--- src/rtl/icache_ctrl.sv ---
// icache_ctrl: direct-mapped I-cache controller (fetch port, cache SRAM read/write port, burst refill port); define ICACHE_PERF_CNT_EN to add perf_hit_cnt/perf_miss_cnt
module icache_ctrl #(
  parameter int LINE_WORDS = 8,
  parameter int LINES = 16
) (
  input  logic        clk,
  input  logic        rst,
  input  logic        fetch_valid,
  input  logic [31:0] fetch_addr,
  output logic        fetch_ready,
  output logic        fetch_data_valid,
  output logic [31:0] fetch_data,
  input  logic        flush,
  output logic        cache_read_en,
  output logic [31:0] cache_read_addr,
  input  logic [31:0] cache_read_data,
  output logic        cache_write_en,
  output logic [31:0] cache_write_addr,
  output logic [31:0] cache_write_data,
  output logic        mem_arvalid,
  output logic [31:0] mem_araddr,
  input  logic        mem_arready,
  input  logic        mem_rvalid,
  input  logic [31:0] mem_rdata,
  input  logic        mem_rlast
`ifdef ICACHE_PERF_CNT_EN
  ,
  output logic [31:0] perf_hit_cnt,
  output logic [31:0] perf_miss_cnt
`endif
);
  localparam int OW = $clog2(LINE_WORDS);
  localparam int IW = $clog2(LINES);
  localparam int TW = 30 - OW - IW;
  localparam int BW = OW + 1;
  typedef enum logic [2:0] {IDLE, LOOKUP, MISS_AR, REFILL, RESP} state_t;
  state_t state, state_n;
  logic [31:2] addr_q;
  logic [31:0] crit_q, line_base;
  logic [TW-1:0] tags [LINES];
  logic [LINES-1:0] valid;
  logic [BW-1:0] beat;
  logic [OW-1:0] off;
  logic [IW-1:0] idx;
  logic [TW-1:0] tag;
  logic flush_pend, crit_ok, hit, crit_now, full, got_crit;
  logic accept, ar_hs, beat_v, last_v;
  assign off = addr_q[OW+1:2];
  assign idx = addr_q[OW+IW+1:OW+2];
  assign tag = addr_q[31:OW+IW+2];
  assign line_base = {addr_q[31:OW+2], {(OW+2){1'b0}}};
  assign hit = valid[idx] && tags[idx] == tag;
  assign crit_now = beat == {1'b0, off};
  assign full = beat == BW'(LINE_WORDS - 1);
  assign got_crit = crit_ok || crit_now;
  always_comb begin
    state_n = state;
    fetch_ready = 1'b0;
    fetch_data_valid = 1'b0;
    fetch_data = '0;
    cache_read_en = 1'b0;
    cache_read_addr = '0;
    cache_write_en = 1'b0;
    cache_write_addr = '0;
    cache_write_data = '0;
    mem_arvalid = 1'b0;
    mem_araddr = '0;
    accept = 1'b0;
    ar_hs = 1'b0;
    beat_v = 1'b0;
    last_v = 1'b0;
    if (rst) begin
      case (state)
        IDLE: begin
          fetch_ready = 1'b1;
          accept = fetch_valid;
          cache_read_en = fetch_valid;
          cache_read_addr = fetch_valid ? fetch_addr : '0;
          state_n = fetch_valid ? LOOKUP : IDLE;
        end
        LOOKUP: begin
          fetch_data_valid = hit;
          fetch_data = hit ? cache_read_data : '0;
          state_n = hit ? IDLE : MISS_AR;
        end
        MISS_AR: begin
          mem_arvalid = 1'b1;
          mem_araddr = line_base;
          ar_hs = mem_arready;
          state_n = mem_arready ? REFILL : MISS_AR;
        end
        REFILL: begin
          beat_v = mem_rvalid;
          last_v = mem_rvalid && mem_rlast;
          cache_write_en = mem_rvalid && !beat[OW];
          cache_write_addr = cache_write_en ? {addr_q[31:OW+2], beat[OW-1:0], 2'b00} : '0;
          cache_write_data = cache_write_en ? mem_rdata : '0;
          state_n = !last_v ? REFILL : got_crit ? RESP : MISS_AR;
        end
        RESP: begin
          fetch_data_valid = 1'b1;
          fetch_data = crit_q;
          state_n = IDLE;
        end
        default: state_n = IDLE;
      endcase
    end
  end
  always_ff @(posedge clk) begin
    if (!rst) begin
      state <= IDLE;
      valid <= '0;
      beat <= '0;
      flush_pend <= 1'b0;
      crit_ok <= 1'b0;
    end else begin
      state <= state_n;
      flush_pend <= (state == LOOKUP) ? 1'b0 : flush_pend || (flush && (state == MISS_AR || state == REFILL));
      if (ar_hs) begin
        beat <= '0;
        crit_ok <= 1'b0;
      end else if (beat_v) begin
        beat <= beat + BW'(!beat[OW]);
        crit_ok <= got_crit;
      end
      if (flush) valid <= '0;
      else if (last_v) valid[idx] <= full && !flush_pend;
    end
  end
  always_ff @(posedge clk) begin
    if (accept) addr_q <= fetch_addr[31:2];
    if (beat_v && crit_now) crit_q <= mem_rdata;
    if (last_v) tags[idx] <= tag;
  end
`ifdef ICACHE_PERF_CNT_EN
  always_ff @(posedge clk) begin
    if (!rst) begin
      perf_hit_cnt <= '0;
      perf_miss_cnt <= '0;
    end else if (state == LOOKUP) begin
      if (hit) perf_hit_cnt <= perf_hit_cnt + 32'(perf_hit_cnt != '1);
      else perf_miss_cnt <= perf_miss_cnt + 32'(perf_miss_cnt != '1);
    end
  end
`endif
endmodule
--- config.mk ---
export PLATFORM = sky130hd
export DESIGN_NAME = icache_ctrl
export DESIGN_NICKNAME = d
export VERILOG_FILES = /design/src/rtl/icache_ctrl.sv
export SDC_FILE = /design/constraint.sdc
export NUM_CORES = 1
export LEC_CHECK = 0
export BUFFER_PORTS_ARGS = -buffer_cell sky130_fd_sc_hd__buf_4
export CAP_MARGIN = 10
export CORE_UTILIZATION = 45
export DETAILED_ROUTE_END_ITERATION = 12
export PLACE_DENSITY = 0.74
export SLEW_MARGIN = 30
export SYNTH_ARGS = -nofsm -noshare
export SYNTH_HDL_FRONTEND = slang
export SYNTH_SLANG_ARGS = --single-unit
--- constraint.sdc ---
create_clock -name clk -period 5.54 [get_ports clk]
set_input_delay 0.554 -clock clk [delete_from_list [all_inputs] [get_ports clk]]
set_output_delay 0.554 -clock clk [all_outputs]
set_load 0.03 [all_outputs]
-- Word-level counts from Yosys, hierarchy flattened
Memories as Yosys holds them, arrays and structs flattened. A register that Yosys moved wholly into a read port is not among the register bits.
Index checks and enable logic that the tools add are counted.
- register bits: 87
- bits in latches: 0
- memory bits (writable): 368
- memory bits (read-only): 0
- input port bits: 103
- output and inout port bits: 165
- word-level logic and storage cells: 79
- memories kept: 1
- $add $sub $neg: 1
- $mul: 0
- divide/modulo/power cells: 0
- order comparisons: 2
- eq/ne operators: 7
- shifts and indexed selects: 0
- mux-type cells: 44
- bitwise gates (word level): 1
- reduce and logical (&&, ||, !) cells: 16
- memories (name ; depth ; bits a word ; rd ports ; clocked after memory_dff ; wr ports ; line ; text):
    tags ; 16 ; 23 ; 1 ; 1 ; 1 ; 40 ; logic [TW-1:0] tags [LINES];
- operators with widths (cell ; count):
    $mux W32 ; 13
    $pmux W32 S2 ; 1
    $eq A23 B23 Y1 ; 1
    $mux W1 ; 21
    $bwmux W16 ; 1
    $pmux W3 S4 ; 1
    $logic_and A1 B1 Y1 ; 7
    $eq A3 B2 Y1 const B ; 2
    $mux W3 ; 2
    $reduce_or A2 Y1 ; 3
    $lt A4 B5 Y1 const B ; 1
    $add A4 B1 Y4 ; 1
    $bmux W1 S4 ; 1
    $demux W1 S4 ; 1
    $eq A4 B3 Y1 ; 1
    $eq A4 B3 Y1 const B ; 1
    $ge A4 B1 Y1 const B ; 1
    $mux W4 ; 1
    $eq A3 B1 Y1 const B ; 1
    $eq A3 B3 Y1 const B ; 1
    $logic_not A3 Y1 ; 1
    $logic_or A1 B1 Y1 ; 3
    $logic_not A1 Y1 ; 2
    $mux W2 ; 1
    other kinds (2) ; 2

-- Logic depth before layout (Yosys ltp)
Gate-level depths: netlist (run 1).
- depth after elaboration: 6
- gate-level depth with buffers: 14
- depth with buffers taken out: 8

-- Worst setup path before layout (run 1)
OpenSTA, ideal clock, no wires.
- path type: input -> register
- start: in rst
- end: reg valid[0]
- library setup time: 0.128 ns
- data arrival time: 3.796 ns
- setup slack: 1.617 ns
- stages on the path: 8
- cells stage by stage: nand3b_1 nor2_1 nand2_1 or3_1 clkbuf_1 nor3_1 mux2i_1 nor2_1
- longest elaborated chain between the ends: 2
- elaborated cells on any way between the ends: 3
- classes of those cells: mux: 1; bitwise: 1; reduce/logical: 1
- ends and longest elaborated chain (what ; line ; text):
    start: declaration ; 7 ; input logic rst,
    $not A1 Y1 (no source line) ; - ;
    $reduce_or A2 Y1 (no source line) ; - ;
    end signal: indexed assignment ; 127 ; else if (last_v) valid[idx] <= full && !flush_pend;
    end: declaration ; 41 ; logic [LINES-1:0] valid;
Several ways; a longest one is shown, not always the timed one.
A chain may end at the register's enable or synchronous reset.

==> impl_metrics.tcl, run 1 <==
set metrics [dict create \
    outcome "complete, no violations" \
    yosysTopAreaCellShare 0.658 \
    fin_util 0.550 \
    syn2layout_area_growth_pct 20.8 \
    synth.area.top_cells "edfxtp_1 (66%), mux4_2 (6.5%), mux2i_1 (3.9%), dfxtp_1 (3.0%), and2_1 (2.8%)" \
    pwr-share-clk 0.406 \
    crit_fanout 41 \
    path_depth 11 \
    n_antenna_cell 0 \
    pwr-share-comb 0.087 \
    chipHeight_microns 211 \
    hold_buffers 0 \
    period_minus_slack_ns 4.85 \
    h-tree-depth 2 \
    core_area_sq_um 43100 \
    die_x_microns 211 \
    routedWlPerCell_microns 24.5 \
    worst-endpoint-required_ns 4.99 \
    synth-edff-count 430 \
    fin_skew_ns 0.0275 \
    drt_wl_total_mm 51.9 \
    pwr_density_cell_nw_per_um2 327 \
    ys_seq_area_frac 0.688 \
    fin_nets 1609 \
    ys_async_sr_fraction 0 \
    yosys_warnings 0 \
    clock_latency_ns 0.57 \
    netlist_area_sq_um 19600 \
    die_area_sq_um 44400 \
    slew_viol_final 0 \
    gp_congestion 0.818 \
    num_vias 12200 \
    synth_cells 1234 \
    cts_tree "done" \
    cp_data_arrival_time_ns 4.29 \
    synth_cell_type_count 65 \
    finalHoldViolations 0 \
    clk_pin_slew_ns 0.06 \
    drcViolationCount 0 \
    grt_start_max_net_pins 55 \
    initial_core_util 0.456 \
    first_global_vias 11800 \
    root_buffer "clkbuf_16" \
    rsz0062_at_grt "no" \
    min_path_type "input port to register" \
    dp_hpwl_mm 31.8 \
    cp_num_buf_inv 4 \
    final_area_sq_um 23700 \
    postPlaceCellArea_sq_um 22200 \
    drive_gt1_frac 0.314 \
    grt.total_usage 0.229 \
    grt_overflow 0 \
    groute.layer.met2.usage 0.366 \
    swShare 0.234 \
    fmax_mhz 206 \
    num_rows 76 \
    crit_top_cell "buf_4" \
    path_cells "clkinv_1, buf_4, mux2i_1, mux2i_1, xnor2_1, o2111ai_1, nor4_4, buf_4, nand4_1, o21ai_1, buf_4" \
    worst_pin_slew_ns 0.937 \
    grt_first_pass_wirelength_mm 74.7 \
    reg2reg_slack_ns 1.92 \
    io_pins 268 \
    postRouteAntennaNets 0 \
    critPathTopFamily "buffers and inverters" \
    max_cap_violations 0 \
    rr_worst_depth 10 \
    grt_busiest_layer "met2" \
    synth-seq-cells 459 \
    intPower_uw 5940 \
    peakVddDrop_mv 0.261 \
    drt_iter0_markers 1321 \
    numCtsBuffers 47 \
    slew_headroom 0.376 \
    critical_path.max_stage_delay_ns 0.80 \
    netSwitchingPower_uw 1810 \
    post-cts-setup-buffers 0 \
    yosys.area.top_type "edfxtp_1" \
    path_class "register to output port" \
    avgViaCountPerCell 5.77 \
    cp_slowest_cell "dfxtp_4" \
    seqPwrFrac 0.508 \
    cts_sinks 459 \
    grt_use_met1 0.327 \
    worst_setup_path_start_kind "register" \
    postSynthAreaPerCell_sq_um 15.9 \
    power.leakage_uw 0.00840 \
    io_buffers 260 \
    grtUsageMet3 0.0361 \
    grt_antenna_before_repair 2 \
    cts-resized-gates 0 \
    regToRegEndpoint "state[1]" \
    clockBufferDepth 3 \
    cp-end-kind "output port" \
    critPathCapture "fetch_data[11]" \
    setup_tns_ns 0 \
    drtPass1Iterations 5 \
    synth_ff_type "edfxtp_1" \
    post-route-period-util 0.875 \
    setup_viol 0 \
]
-- cell families after synthesis --
family,share of synthesized area
XOR/XNOR,0.0125
buffers and inverters,0.0302
AO/OA/AOI/OAI,0.0415
multiplexers,0.127
flip-flops,0.688
AND/OR/NAND/NOR,0.0995
other,0.000191
adder cells (fa/ha/maj),0.00127
-- power groups by stage --
stage / Clock (uW) / Sequential (uW) / Combinational [uW]
after global routing: 3300 / 3940 / 710
after CTS: 3160 / 3930 / 671
after detailed placement: 0 / 4010 / 665
final: 3140 / 3930 / 674
after global placement: 0 / 4000 / 652
after floorplan: 0 / 3920 / 511
-- worst min path at each step --
stage              startpoint    endpoint  slack (ns)  depth (start not counted)
6_report        mem_rdata[24]  crit_q[24]        0.17                          1
5_1_grt        fetch_addr[30]  addr_q[30]        0.15                          1
4_1_cts        fetch_addr[31]  addr_q[31]        0.15                          1
3_5_place_dp        valid[14]   valid[14]        0.46                          2
3_3_place_gp          crit_ok     crit_ok        0.45                          2
2_1_floorplan         crit_ok     crit_ok        0.44                          2
-- worst reg2reg max path, cell delays in order, from the launching register on --
cell       delay, ns
dfxtp_4         0.80
clkinv_1        0.63
buf_4           0.38
mux2i_1         0.15
mux2i_1         0.20
xnor2_1         0.14
o2111ai_1       0.24
nor4_4          0.22
buf_4           0.40
nand3b_1        0.16
o22a_1          0.20
-- cell usage in the layout, fill, tap and decap left out, drive strengths merged, types with 8 or more instances in the layout --
master / netlist / routed
dfxtp: 29 / 29
nor3: 16 / 16
inv: 6 / 8
a221oi: 9 / 9
clkinv: 1 / 17
and3: 32 / 32
o22ai: 8 / 8
mux2: 23 / 23
xnor2: 17 / 17
mux4: 64 / 64
o21ai: 52 / 52
xor2: 11 / 11
nor3b: 8 / 8
nand2b: 8 / 8
a21oi: 22 / 22
clkbuf: 35 / 56
buf: 51 / 301
mux2i: 77 / 77
nor2: 48 / 48
nand2: 77 / 77
edfxtp: 430 / 430
nand3: 11 / 11
nand4: 36 / 36
and2: 88 / 88
a22oi: 11 / 11
nor4: 14 / 14
-- state kept, by name (all words and copies together), names as in the netlist, named ones only --
register and count:
tags 368, flush_pend 1, crit_q 32, beat 4, crit_ok 1, valid 16
addr_q 30, state 3
-- routing by layer --
metal,up-vias,wire length (microns)
met2,640,25000
met1,6178,21700
met5,-,0
met3,104,4090
li1,5326,-
met4,0,1220
-- area by class of cell --
cell class | count | area (sq um)
Multi-Input combinational cell | 688 | 5650
Clock inverter | 28 | 289
Clock buffer | 56 | 1230
Sequential cell | 459 | 13500
Inverter | 7 | 26.3
Timing Repair Buffer | 301 | 2260
Fill cell | 3400 | 19400
Tap cell | 585 | 732
-- stage by stage --
stage                     hold WS (ns)  power [uW]  cells  setup WS [ns]
after floorplan                  0.441        4430   1240           1.62
after global placement           0.450        4650   2039           1.32
after detailed placement         0.465        4670   2040           1.31
after CTS                        0.149        7770   2124          0.678
after global routing             0.153        7950   2124          0.440
final                            0.168        7750   2124          0.693
-- Yosys cell counts (all sizes together) (4+ instances only) --
master / instances
nand3: 11
nand2: 77
inv: 6
buf: 51
mux2: 23
clkbuf: 35
and2: 88
nand4: 36
a211oi: 5
a21oi: 22
nor3b: 8
a31oi: 4
nor2b: 7
o22ai: 8
nor4: 14
nor2: 48
mux4: 64
nor3: 16
xnor2: 17
and3: 32
a221oi: 9
edfxtp: 430
o21ai: 52
mux2i: 77
xor2: 11
nand2b: 8
a22oi: 11
dfxtp: 29
Power figures use the tool's default switching activity.
==> inputs of run 2 (changes only) <==
--- a/config.mk
+++ b/config.mk
@@ -5,12 +5,14 @@
 export SDC_FILE = /design/constraint.sdc
 export NUM_CORES = 1
 export LEC_CHECK = 0
+export ABC_CLOCK_PERIOD_IN_PS = 5540
 export BUFFER_PORTS_ARGS = -buffer_cell sky130_fd_sc_hd__buf_4
 export CAP_MARGIN = 10
+export CORE_MARGIN = 5
 export CORE_UTILIZATION = 45
 export DETAILED_ROUTE_END_ITERATION = 12
 export PLACE_DENSITY = 0.74
-export SLEW_MARGIN = 30
+export SLEW_MARGIN = 20
 export SYNTH_ARGS = -nofsm -noshare
 export SYNTH_HDL_FRONTEND = slang
 export SYNTH_SLANG_ARGS = --single-unit
==> impl_metrics.tcl, run 2 (same netlist as run 1, synthesis figures left out) <==
set metrics [dict create \
    dp_hpwl_mm 32.5 \
    clock_latency_ns 0.55 \
    min_path_type "input port to register" \
    fmax_mhz 193 \
    path_class "register to output port" \
    reg2reg_slack_ns 1.61 \
    num_rows 76 \
    die_x_microns 219 \
    drt-met1-wl_mm 20.5 \
    numCtsBuffers 46 \
    drive_gt1_frac 0.311 \
    gp_congestion 0.926 \
    drtPass1Iterations 6 \
    multi_input_area_sq_um 5640 \
    clockBufferDepth 3 \
    grt_antenna_before_repair 3 \
    die_area_sq_um 47900 \
    pwr_density_cell_nw_per_um2 329 \
    fillCellCount 3333 \
    top_layer "met4" \
    cp_data_arrival_time_ns 4.63 \
    chipHeight_microns 219 \
    clk_pin_slew_ns 0.06 \
    num_vias 12300 \
    setup_tns_ns 0 \
    seqCellArea_sq_um 13500 \
    final_common_cell "edfxtp_1" \
    rsz0062_at_grt "no" \
    slew_headroom 0.253 \
    first_global_vias 12300 \
    grt_first_pass_wirelength_mm 76.2 \
    core_area_sq_um 43100 \
    root_buffer "clkbuf_16" \
    crit_fanout 49 \
    top_regs "tags x368, crit_q x32, addr_q x30" \
    fin_util 0.551 \
    setup_viol 0 \
    slew_viol_final 0 \
    met3_length_mm 5.24 \
    outcome "complete, no violations" \
    fin_skew_ns 0.0254 \
    worst_setup_path_start_kind "register" \
    h-tree-depth 2 \
    hold_buffers 0 \
    largest_reg_flops 368 \
    cts_sinks 459 \
    grt.total_usage 0.211 \
    io_buffers 260 \
    cp-end-kind "output port" \
    max_cap_violations 0 \
    cts_tree "done" \
    post-cts-setup-buffers 0 \
    grt_overflow 0 \
    routedWlPerCell_microns 24.6 \
    fin_nets 1608 \
    drt_iter0_markers 1419 \
    period_minus_slack_ns 5.19 \
    io_pins 268 \
    met2_length_mm 25.2 \
    worst_pin_slew_ns 1.12 \
    power.leakage_uw 0.00843 \
    drt_wl_total_mm 52.2 \
    final_cell_mix "edfxtp_1 (430), buf_4 (298), and2_1 (87), nand2_1 (77), mux2i_1 (77)" \
    worst-endpoint-required_ns 4.99 \
    cts-resized-gates 0 \
    finalHoldViolations 0 \
    holdWs_ns 0.182 \
    postRouteAntennaNets 0 \
    post-route-period-util 0.936 \
    peakVddDrop_mv 0.234 \
    avgViaCountPerCell 5.80 \
    largest-register "tags" \
    drcViolationCount 0 \
    initial_core_util 0.456 \
    grt_start_max_net_pins 50 \
    syn2layout_area_growth_pct 21.0 \
]
-- run 2: cell types whose count changed in the layout (fill, tap and decap cells not counted), sizes merged --
cell,previous run,this run
clkbuf,56,59
inv,8,6
diode,0,1
bufinv,5,8
clkinv,17,15
clkinvlp,5,1
-- run 2: worst max-delay path, cell delays in order, from the launching register on --
cell,delay (ns)
dfxtp_4,0.88
mux4_1,0.66
and3b_1,0.20
o41ai_1,0.71
o2111ai_1,0.21
a211oi_1,0.35
nand4_1,0.22
buf_4,0.30
o21ai_0,0.24
buf_4,0.20
-- run 2: worst paths after layout --
kind,start,to,depth (start not counted)
min,mem_rdata[31],crit_q[31],1
min reg2reg,valid[8],valid[8],2
max reg2reg,register,state[1],8
max,register,fetch_data[31],9
-- run 2: power breakdown --
part           internal [uW]  switching (uW)
Combinational            301             379
Sequential              3810             112
Clock                   1930            1270
Total                   6040            1760
-- run 2: per-stage QoR --
step / std cells / cell area, sq um / setup slack, ns / total power (uW)
after floorplan: 1240 / 19600 / 1.62 / 4430
after global placement: 2039 / 22200 / 0.890 / 4660
after detailed placement: 2039 / 22200 / 0.934 / 4670
after CTS: 2121 / 23700 / 0.342 / 7830
after global routing: 2122 / 23700 / 0.207 / 8040
final: 2123 / 23700 / 0.354 / 7800
-- run 2: metal layers --
metal	vias up	GRT usage
met4	0	0.0557
met3	99	0.0396
met1	6183	0.302
met2	705	0.338
li1	5322	-
met5	-	0
-- run 2: cell type report --
type | instances | share of cell area
well taps | 585 | 0.0308
clock buffers | 59 | 0.0514
clock inverters | 23 | 0.0136
multi-input cells | 688 | 0.238
diodes | 1 | 0.000105
repair buffers | 301 | 0.0965
flip-flops and latches | 459 | 0.569
inverters | 7 | 0.00111
==> inputs of run 3 (changes only) <==
==> constraint.sdc (replaced) <==
create_clock -name clk -period 5.54 [get_ports clk]
set_input_delay 0.554 -clock clk [delete_from_list [all_inputs] [get_ports clk]]
set_output_delay 0.554 -clock clk [all_outputs]
set_load 0.05 [all_outputs]
==> impl_metrics.tcl, run 3 (same netlist as run 1, synthesis figures left out) <==
set metrics [dict create \
    h-tree-depth 2 \
    worst_pin_slew_ns 1.04 \
    fin_skew_ns 0.0149 \
    clock_latency_ns 0.56 \
    fillCellCount 3343 \
    numCtsBuffers 46 \
    pwr_density_cell_nw_per_um2 328 \
    dp_hpwl_mm 32.6 \
    postPlaceCellArea_sq_um 22100 \
    cts_tree "done" \
    drt_iter0_markers 1512 \
    finalHoldViolations 0 \
    core_area_sq_um 43100 \
    avgViaCountPerCell 5.84 \
    path_class "register to output port" \
    first_global_vias 12300 \
    gp_congestion 0.907 \
    num_vias 12400 \
    max_cap_violations 0 \
    cp_data_arrival_time_ns 4.33 \
    io_buffers 260 \
    root_buffer "clkbuf_16" \
    fmax_mhz 205 \
    cts-resized-gates 0 \
    fin_util 0.549 \
    initial_core_util 0.456 \
    postRouteAntennaNets 0 \
    drive_gt1_frac 0.309 \
    top_regs "tags x368, crit_q x32, addr_q x30" \
    io_pins 268 \
    grt_overflow 0 \
    post-route-period-util 0.881 \
    min_path_type "input port to register" \
    die_area_sq_um 47900 \
    crit_fanout 37 \
    min_path_cells 1 \
    worst-endpoint-required_ns 4.99 \
    die_x_microns 219 \
    period_minus_slack_ns 4.88 \
    grt_start_max_net_pins 44 \
    power.leakage_uw 0.00839 \
    cts_sinks 459 \
    slew_viol_final 0 \
    post-cts-setup-buffers 0 \
    hold_buffers 0 \
    setup_tns_ns 0 \
    rr_worst_depth 8 \
    grt_antenna_before_repair 0 \
    cp-end-kind "output port" \
    worst_setup_path_start_kind "register" \
    outcome "complete, no violations" \
    power_uw 7770 \
    syn2layout_area_growth_pct 20.5 \
    chipHeight_microns 219 \
    drt_wl_total_mm 52.4 \
    slew_headroom 0.301 \
    clockBufferDepth 3 \
    drcViolationCount 0 \
    fin_nets 1607 \
    largest-register "tags" \
    setup_viol 0 \
    peakVddDrop_mv 0.202 \
    rsz0062_at_grt "no" \
    routedWlPerCell_microns 24.7 \
    final_area_sq_um 23700 \
    clk_pin_slew_ns 0.06 \
    num_rows 76 \
    final_cell_mix "edfxtp_1 (430), buf_4 (299), and2_1 (87), nand2_1 (77), mux2i_1 (77)" \
    grt_first_pass_wirelength_mm 76.9 \
    largest_reg_flops 368 \
    holdWs_ns 0.176 \
    final_common_cell "edfxtp_1" \
    drtPass1Iterations 5 \
    grt.total_usage 0.212 \
]
## run 3: changes by cell type in the layout (fill, tap and decap cells not counted), moves of 2 or more
cell,before,now
clkbuf_1,11,16
clkinv_1,8,5
buf_12,2,0
bufinv_16,8,6
inv_6,0,2
## run 3: metal layers
layer,GRT usage,wire [microns],vias to the layer above
met1,0.309,21400,6334
li1,-,-,5322
met2,0.340,25600,636
met4,0.0505,1040,0
met5,0,0,-
met3,0.0342,4410,88
## run 3: area by class of cell
type	instances	area [sq um]	share of cell area
flip-flops and latches	459	13500	0.571
multi-input cells	688	5640	0.238
repair buffers	300	2260	0.0955
clock buffers	64	1250	0.0528
well taps	585	732	0.0309
clock inverters	17	240	0.0102
inverters	7	26.3	0.00111
diodes	1	2.50	0.000106
## run 3: path summary, 6_finish.rpt
kind / to / start / slack (ns)
setup / recovery: fetch_data[31] / register / 0.66
hold / removal: crit_q[2] / mem_rdata[2] / 0.18
setup reg to reg: state[1] / register / 1.99
hold reg to reg: valid[5] / valid[5] / 0.48
## run 3: per-stage QoR
| stage | std cells | setup slack (ns) |
|---|---|---|
| 6_report | 2121 | 0.659 |
| 5_1_grt | 2120 | 0.395 |
| 4_1_cts | 2119 | 0.601 |
| 3_5_place_dp | 2038 | 1.23 |
| 3_3_place_gp | 2038 | 1.26 |
| 2_1_floorplan | 1240 | 1.49 |
## run 3: critical path, stage by stage (launching register included)
cell	delay, ns
dfxtp_4	0.80
mux4_1	0.70
and3b_1	0.23
o41ai_1	0.52
o2111ai_1	0.23
a211oi_1	0.22
nand4_1	0.19
buf_4	0.30
o21ai_0	0.27
buf_4	0.24
## run 3: power breakdown
group / switching (uW) / total (uW) / internal (uW)
clock network: 1270 / 3120 / 1850
logic: 417 / 716 / 299
registers: 118 / 3930 / 3820
